===== src/rtl/gf256_pkg.sv =====
// gf256_pkg: shared constants and state encoding for the GF(2^8) sequential multiplier
package gf256_pkg;
  localparam logic [7:0] POLY_LOW = 8'h1B;
  localparam int ITER = 8;
  localparam int CNT_W = 3;
  typedef enum logic [1:0] {IDLE = 2'd0, RUN = 2'd1, DONE = 2'd2} state_t;
endpackage


===== src/rtl/xfx_mult.sv =====
// xfx_mult: multiply a GF(2^8) element by x, reducing modulo 0x11B
module xfx_mult
  import gf256_pkg::*;
(
  input  logic [7:0] f,
  output logic [7:0] v
);
  assign v = {f[6:0], 1'b0} ^ (POLY_LOW & {8{f[7]}});
endmodule


===== src/rtl/gf256_mul_seq.sv =====
// gf256_mul_seq: constant-time shift-and-add GF(2^8) multiplier, one product per 8 RUN cycles
module gf256_mul_seq
  import gf256_pkg::*;
#(
  parameter bit CLR_ON_ACCEPT = 1'b1
) (
  input  logic       clk,
  input  logic       rst_n,
  input  logic       in_valid,
  output logic       in_ready,
  input  logic [7:0] a,
  input  logic [7:0] b,
  output logic       out_valid,
  input  logic       out_ready,
  output logic [7:0] p,
  output logic       busy
);
  state_t state;
  logic [CNT_W-1:0] cnt;
  logic [7:0] acc, t, bsh, t_x, acc_nx;
  xfx_mult u_xfx (.f(t), .v(t_x));
  assign acc_nx = acc ^ (t & {8{bsh[0]}});
  always_ff @(posedge clk) begin
    if (!rst_n) begin
      state     <= IDLE;
      cnt       <= '0;
      acc       <= '0;
      t         <= '0;
      bsh       <= '0;
      p         <= '0;
      out_valid <= 1'b0;
      busy      <= 1'b0;
      in_ready  <= 1'b0;
    end else begin
      case (state)
        IDLE: begin
          in_ready <= 1'b1;
          if (in_valid && in_ready) begin
            t        <= a;
            bsh      <= b;
            acc      <= '0;
            cnt      <= '0;
            state    <= RUN;
            busy     <= 1'b1;
            in_ready <= 1'b0;
            if (CLR_ON_ACCEPT) p <= '0;
          end
        end
        RUN: begin
          acc <= acc_nx;
          t   <= t_x;
          bsh <= bsh >> 1;
          cnt <= cnt + 1'b1;
          if (cnt == CNT_W'(ITER - 1)) begin
            p         <= acc_nx;
            out_valid <= 1'b1;
            state     <= DONE;
          end
        end
        DONE: if (out_ready) begin
          out_valid <= 1'b0;
          busy      <= 1'b0;
          in_ready  <= 1'b1;
          state     <= IDLE;
        end
        default: state <= IDLE;
      endcase
    end
  end
endmodule


===== config.mk =====
export PLATFORM = sky130hd
export DESIGN_NAME = gf256_mul_seq
export DESIGN_NICKNAME = d
export VERILOG_FILES = /design/src/rtl/gf256_pkg.sv /design/src/rtl/xfx_mult.sv /design/src/rtl/gf256_mul_seq.sv
export SDC_FILE = /design/constraint.sdc
export NUM_CORES = 1
export LEC_CHECK = 0
export CAP_MARGIN = 10
export CELL_PAD_IN_SITES_DETAIL_PLACEMENT = 1
export CELL_PAD_IN_SITES_GLOBAL_PLACEMENT = 2
export CORE_MARGIN = 3
export CORE_UTILIZATION = 32
export CTS_CLUSTER_DIAMETER = 40
export CTS_CLUSTER_SIZE = 12
export DETAILED_ROUTE_END_ITERATION = 16
export PLACE_DENSITY = 0.87
export SKIP_LAST_GASP = 1
export SYNTH_ARGS = -nofsm -noshare
export SYNTH_HDL_FRONTEND = slang
export SYNTH_SLANG_ARGS = --single-unit

===== constraint.sdc =====
create_clock -name clk -period 1.6 [get_ports clk]
set_input_delay 0.32 -clock clk [delete_from_list [all_inputs] [get_ports clk]]
set_output_delay 0.32 -clock clk [all_outputs]
set_load 0.01 [all_outputs]

# After elaboration in Yosys (flattened, before gate mapping)
# Index checks and enable logic that the tools add are counted.
word_totals:
  regBits: 40
  in_bits: 20
  out_inout_bits: 11
  word_cells: 52
classes:
  add_sub_neg: 1
  eq_ne: 6
  mux: 22
  bitwise_logic: 3
  reduce_logical: 11
op_table:
  columns: ["operator", "n"]
  rows:
  - ["$pmux 8 s2", 4]
  - ["$mux 8", 4]
  - ["$reduce_and 3->1", 4]
  - ["$and 8x8->8", 1]
  - ["$xor 8x5->8", 1]
  - ["$xor 8x8->8", 1]
  - ["$mux 2", 3]
  - ["$ne 2x2->1 const B", 3]
  - ["$pmux 1 s2", 3]
  - ["$pmux 2 s3", 1]
  - ["$pmux 3 s2", 1]
  - ["$reduce_bool 2->1", 3]
  - ["$mux 1", 5]
  - ["$reduce_and 2->1", 2]
  - ["$add 3x1->3 const B", 1]
  - ["$eq 3x3->1 const B", 1]
  - ["$mux 3", 1]
  - ["$eq 2x1->1 const B", 1]
  - ["$eq 2x2->1 const B", 1]
  - ["$logic_not 2->1", 1]
  - ["$logic_and 1x1->1", 1]

# Logic depth before layout (Yosys ltp)
logic_depth:
  depth_word: 4
  mapped_depth: 7
  depth_no_buf: 5

# Modules after synthesis
# A second synthesis with hierarchy kept.
hier_totals:
  hier_cells: 188
  area_unflattened_um2: 1919.3
by_module_without_submodules:
  columns: ["module", "n_inst", "cells_per_inst", "area_per_inst_um2", "seq_area_each_um2"]
  rows:
  - ["gf256_mul_seq", 1, 180, 1855.5, 800.8]
  - ["xfx_mult", 1, 8, 63.8, 0.0]

# Worst setup path after synthesis
# OpenSTA, ideal clock, no wires.
synth_timing:
  path_kind: "register to register"
  from: "register cnt[0]"
  to: "register p[5]"
  setup_time_ns: 0.079
  t_arrival_ns: 1.213
  required_ns: 1.521
  path_slack_ns: 0.308
  stages_incl_launch_ff: 6
  n_path_buf: 0
  synth_period_minus_slack_ns: 1.292
  cell_sequence: "dfxtp_1 -> ha_1 -> ha_1 -> and2_1 -> o21a_1 -> o22ai_1"
synth_between:
  elab_chain_len: 3
synth_lines:
  columns: ["item", "line_no", "rtl"]
  rows:
  - ["from (decl)", "gf256_mul_seq.sv:19", "logic [CNT_W-1:0] cnt;"]
  - ["from (signal assigned)", "gf256_mul_seq.sv:53", "cnt <= cnt + 1'b1;"]
  - ["$eq 3x3->1", "gf256_mul_seq.sv:54", "if (cnt == CNT_W'(ITER - 1)) begin"]
  - ["$ne 2x2->1 (no line)", null, null]
  - ["$reduce_and 3->1 (no line)", null, null]
  - ["to (signal assigned)", "gf256_mul_seq.sv:55", "p <= acc_nx;"]
  - ["to (decl)", "gf256_mul_seq.sv:15", "output logic [7:0] p,"]
# Every way passes these cells.
# A chain may end at the register's enable or synchronous reset.

# Worst setup path after layout
layout_timing:
  from: "register p[7]"
  to: "output port p[7]"
# No word-level cell between the ends.

==> run_results.csv <==
group,metric,value,unit
yosys,async_reset_ff_share,0,%
setup_path,r2r_slack,0.16,ns
clock_tree,cts_tree,"done",
cells_and_area,antenna_cells,0,
power_and_ir_drop,power_density,941,nW/um2
setup_path,cp_slowest_cell,"clkdlybuf4s50_1",
timing,setup_viol,0,
cells_and_area,final.fill_count,676,
timing,hold_slack,0.481,ns
timing,fin_setup_tns,0,ns
yosys,synth_common_cells,"dfxtp_1, nand2_1, a21oi_1",
clock_tree,postCtsHoldBufs,0,
drt,drt_iter0_drc,54,
clock_tree,clock_latency,0.29,ns
clock_tree,clock_sinks,40,
yosys,synthCells,211,
drt,detail_route.wl_per_cell,15.5,um
drt,viasPerCell,5.17,
clock_tree,cts_buffers,5,
power_and_ir_drop,p_sw,0.594,mW
timing,relSlewSlack,75.2,%
clock_tree,cts_setup_buffers,0,
yosys,synth_cell_types,31,
job,cap_violations,0,
grt,grt_antenna_before_repair,0,
setup_path,worstSetupStartpointType,"flip-flop",
setup_path,cpPeakStageDelay,0.54,ns
timing,min_period,1.51,ns
clock_tree,htreeDepth,2,
yosys,synthFlopType,"dfxtp_1",
yosys,synth_area_leaders,"dfxtp_1, mux2i_1, a21oi_1",
timing,final-hold-violation-count,0,
setup_path,cp_num_buf_inv,1,
clock_tree,clkTransAtPathRegs,0.08,ns
clock_tree,cts_root_buffer,"clkbuf_8",
power_and_ir_drop,p_int,1.71,mW
grt,first_global_vias,1601,
power_and_ir_drop,ir_drop,415,uV
timing,rsz0062_at_grt,"false",
setup_path,crit_type,"flip-flop to output pin",
floorplanning,io_pins,31,
floorplanning,core,5610,um2
yosys,avgSynthCellArea,8.99,um2
setup_path,cp_top_family,"buffers and inverters",
yosys,syn-num-nets,233,
yosys,netlist.area_leader.share,42.2,%
timing,slew_viol_final,0,
floorplanning,die-area,6890,um2
timing,skew,0.0105,ns
yosys,synth_top_cell_by_area,"dfxtp_1",
cells_and_area,multi_input_area,976,um2
cells_and_area,fin_util,43.7,%
place,dpl_cell_area,2340,um2
timing,period_share,94.2,%
floorplanning,initial_core_util,33.8,%
yosys,synth_seq_cells,40,
cells_and_area,syn_to_final_growth,29.2,%
drt,drtAntennaViolNets,0,
cells_and_area,seq_area,801,um2
clock_tree,clock_path_buffers,2,
power_and_ir_drop,seqPwrFrac,47.5,%
power_and_ir_drop,leakage,0.853,nW
floorplanning,dieWidth,83.0,um
timing,fmax,663,MHz
power_and_ir_drop,swShare,25.8,%
cells_and_area,design_area,2450,um2
power_and_ir_drop,pwr-share-clk,35.9,%
yosys,synth_area,1900,um2
place,dp_hpwl,3.45,mm
setup_path,endpoint_kind,"output pin",
grt,grt_overflow,0,
setup_path,worstPathRequired,1.28,ns
hold_path,hp-class,"flip-flop to flip-flop",
place,place_congestion,0.761,
yosys,synth_edf_count,0,
drt,finalWirelength,4.94,mm
drt,drc,0,
place,io_buffers,30,
yosys,ys_warn_count,0,
setup_path,cp_cell_sequence,"clkdlybuf4s50_1",
grt,grt_pass1_wl,8.00,mm
grt,grt_max_degree,36,
setup_path,cp_data_arrival_time,1.19,ns
floorplanning,die_h,83.0,um
setup_path,critPathMaxFanout,2,
cells_and_area,drive_gt1_share,10.1,%
floorplanning,rows,27,
yosys,yosysSeqAreaShare,42.2,%
cells_and_area,fin_nets,268,
grt,grt.total_usage,14.3,%
drt,drtPass1Iterations,2,
status,status,"finished, final reports clean",
drt,vias,1648,
power_and_ir_drop,combPwrFrac,16.6,%
timing,worst_pin_slew,0.372,ns
yosys,synth.most_common_cell,"dfxtp_1",
-- cell type report --
cell class	instances	share of cell area [%]
Multi-Input combinational cell	150	39.8
Timing Repair Buffer	45	18.8
Clock buffer	6	2.96
Inverter	4	0.613
Tap cell	72	3.68
Clock inverter	2	1.43
Sequential cell	40	32.7
-- through the flow --
| step | setup slack [ns] | total power, mW | std cells |
|---|---|---|---|
| 6_report | 0.0928 | 2.31 | 319 |
| 5_1_grt | 0.0347 | 2.42 | 319 |
| 4_1_cts | 0.0711 | 2.33 | 319 |
| 3_5_place_dp | -0.0181 | 1.51 | 311 |
| 3_3_place_gp | 0.0266 | 1.50 | 311 |
| 2_1_floorplan | 0.308 | 1.34 | 211 |
-- final timing paths --
check / endpoint / from / depth (start not counted)
setup reg to reg: p[5]$_SDFFE_PN0P_ / cnt[0]$_SDFFE_PN0P_ / 6
hold / removal: p[0]$_SDFFE_PN0P_ / p[0]$_SDFFE_PN0P_ / 2
hold reg to reg: p[0]$_SDFFE_PN0P_ / p[0]$_SDFFE_PN0P_ / 2
setup / recovery: p[7] / p[7]$_SDFFE_PN0P_ / 1
-- state kept, by name, indices dropped and copies added (netlist names) --
register   flops
in_ready       1
t              8
state          2
cnt            3
out_valid      1
acc            8
bsh            8
busy           1
p              8
-- placed cells by master (no fill, tap or decap), types with 2 or more instances in the layout --
master	Yosys	layout
dfxtp_1	40	40
clkdlybuf4s50_1	0	29
nand2_1	22	22
a21oi_1	20	20
o21ai_0	16	16
mux2i_1	16	16
a211oi_1	12	12
xor2_1	11	11
o22ai_1	11	11
buf_4	0	11
nand3_1	11	10
or3b_1	8	8
a31oi_1	8	8
clkbuf_8	0	5
buf_12	1	4
nor2_1	2	2
nor2b_1	2	2
inv_1	2	2
ha_1	2	2
-- repair_timing --
item	4_1_cts	5_1_grt
setup endpoints to repair	1	3
pin swaps	0	0
resized for setup	1	1
-- worst reg2reg max path, stage by stage (launching register included) --
cell	delay, ns
dfxtp_1	0.32
ha_1	0.20
ha_1	0.21
and2_1	0.16
o21a_1	0.19
buf_12	0.14
o22ai_1	0.15
-- cells by family (layout without fill, tap and decap cells) --
group	after synthesis	count (layout)	share of synthesized area, %
xor+xnor	11	11	5.08
mux	16	16	8.44
flops	40	40	42.2
buf+inv	21	57	6.60
fa+ha+maj	2	2	1.32
compound gates	71	71	22.2
simple gates	50	50	14.1
-- power by group through the flow --
stage	registers (mW)	logic, mW	clock network, mW
after floorplan	1.10	0.241	0
after global placement	1.12	0.379	0
after detailed placement	1.12	0.386	0
after CTS	1.10	0.386	0.843
after global routing	1.11	0.423	0.891
final	1.10	0.383	0.828
-- per-layer routing --
layer | up-vias | part of all wire, % | track usage, %
li1 | 836 | - | -
met4 | 0 | 1.2 | 3.86
met3 | 7 | 3.9 | 3.77
met1 | 776 | 48 | 18.8
met5 | - | 0 | 0
met2 | 29 | 47 | 23.0
Note: power is estimated with default switching activity, not from simulation.
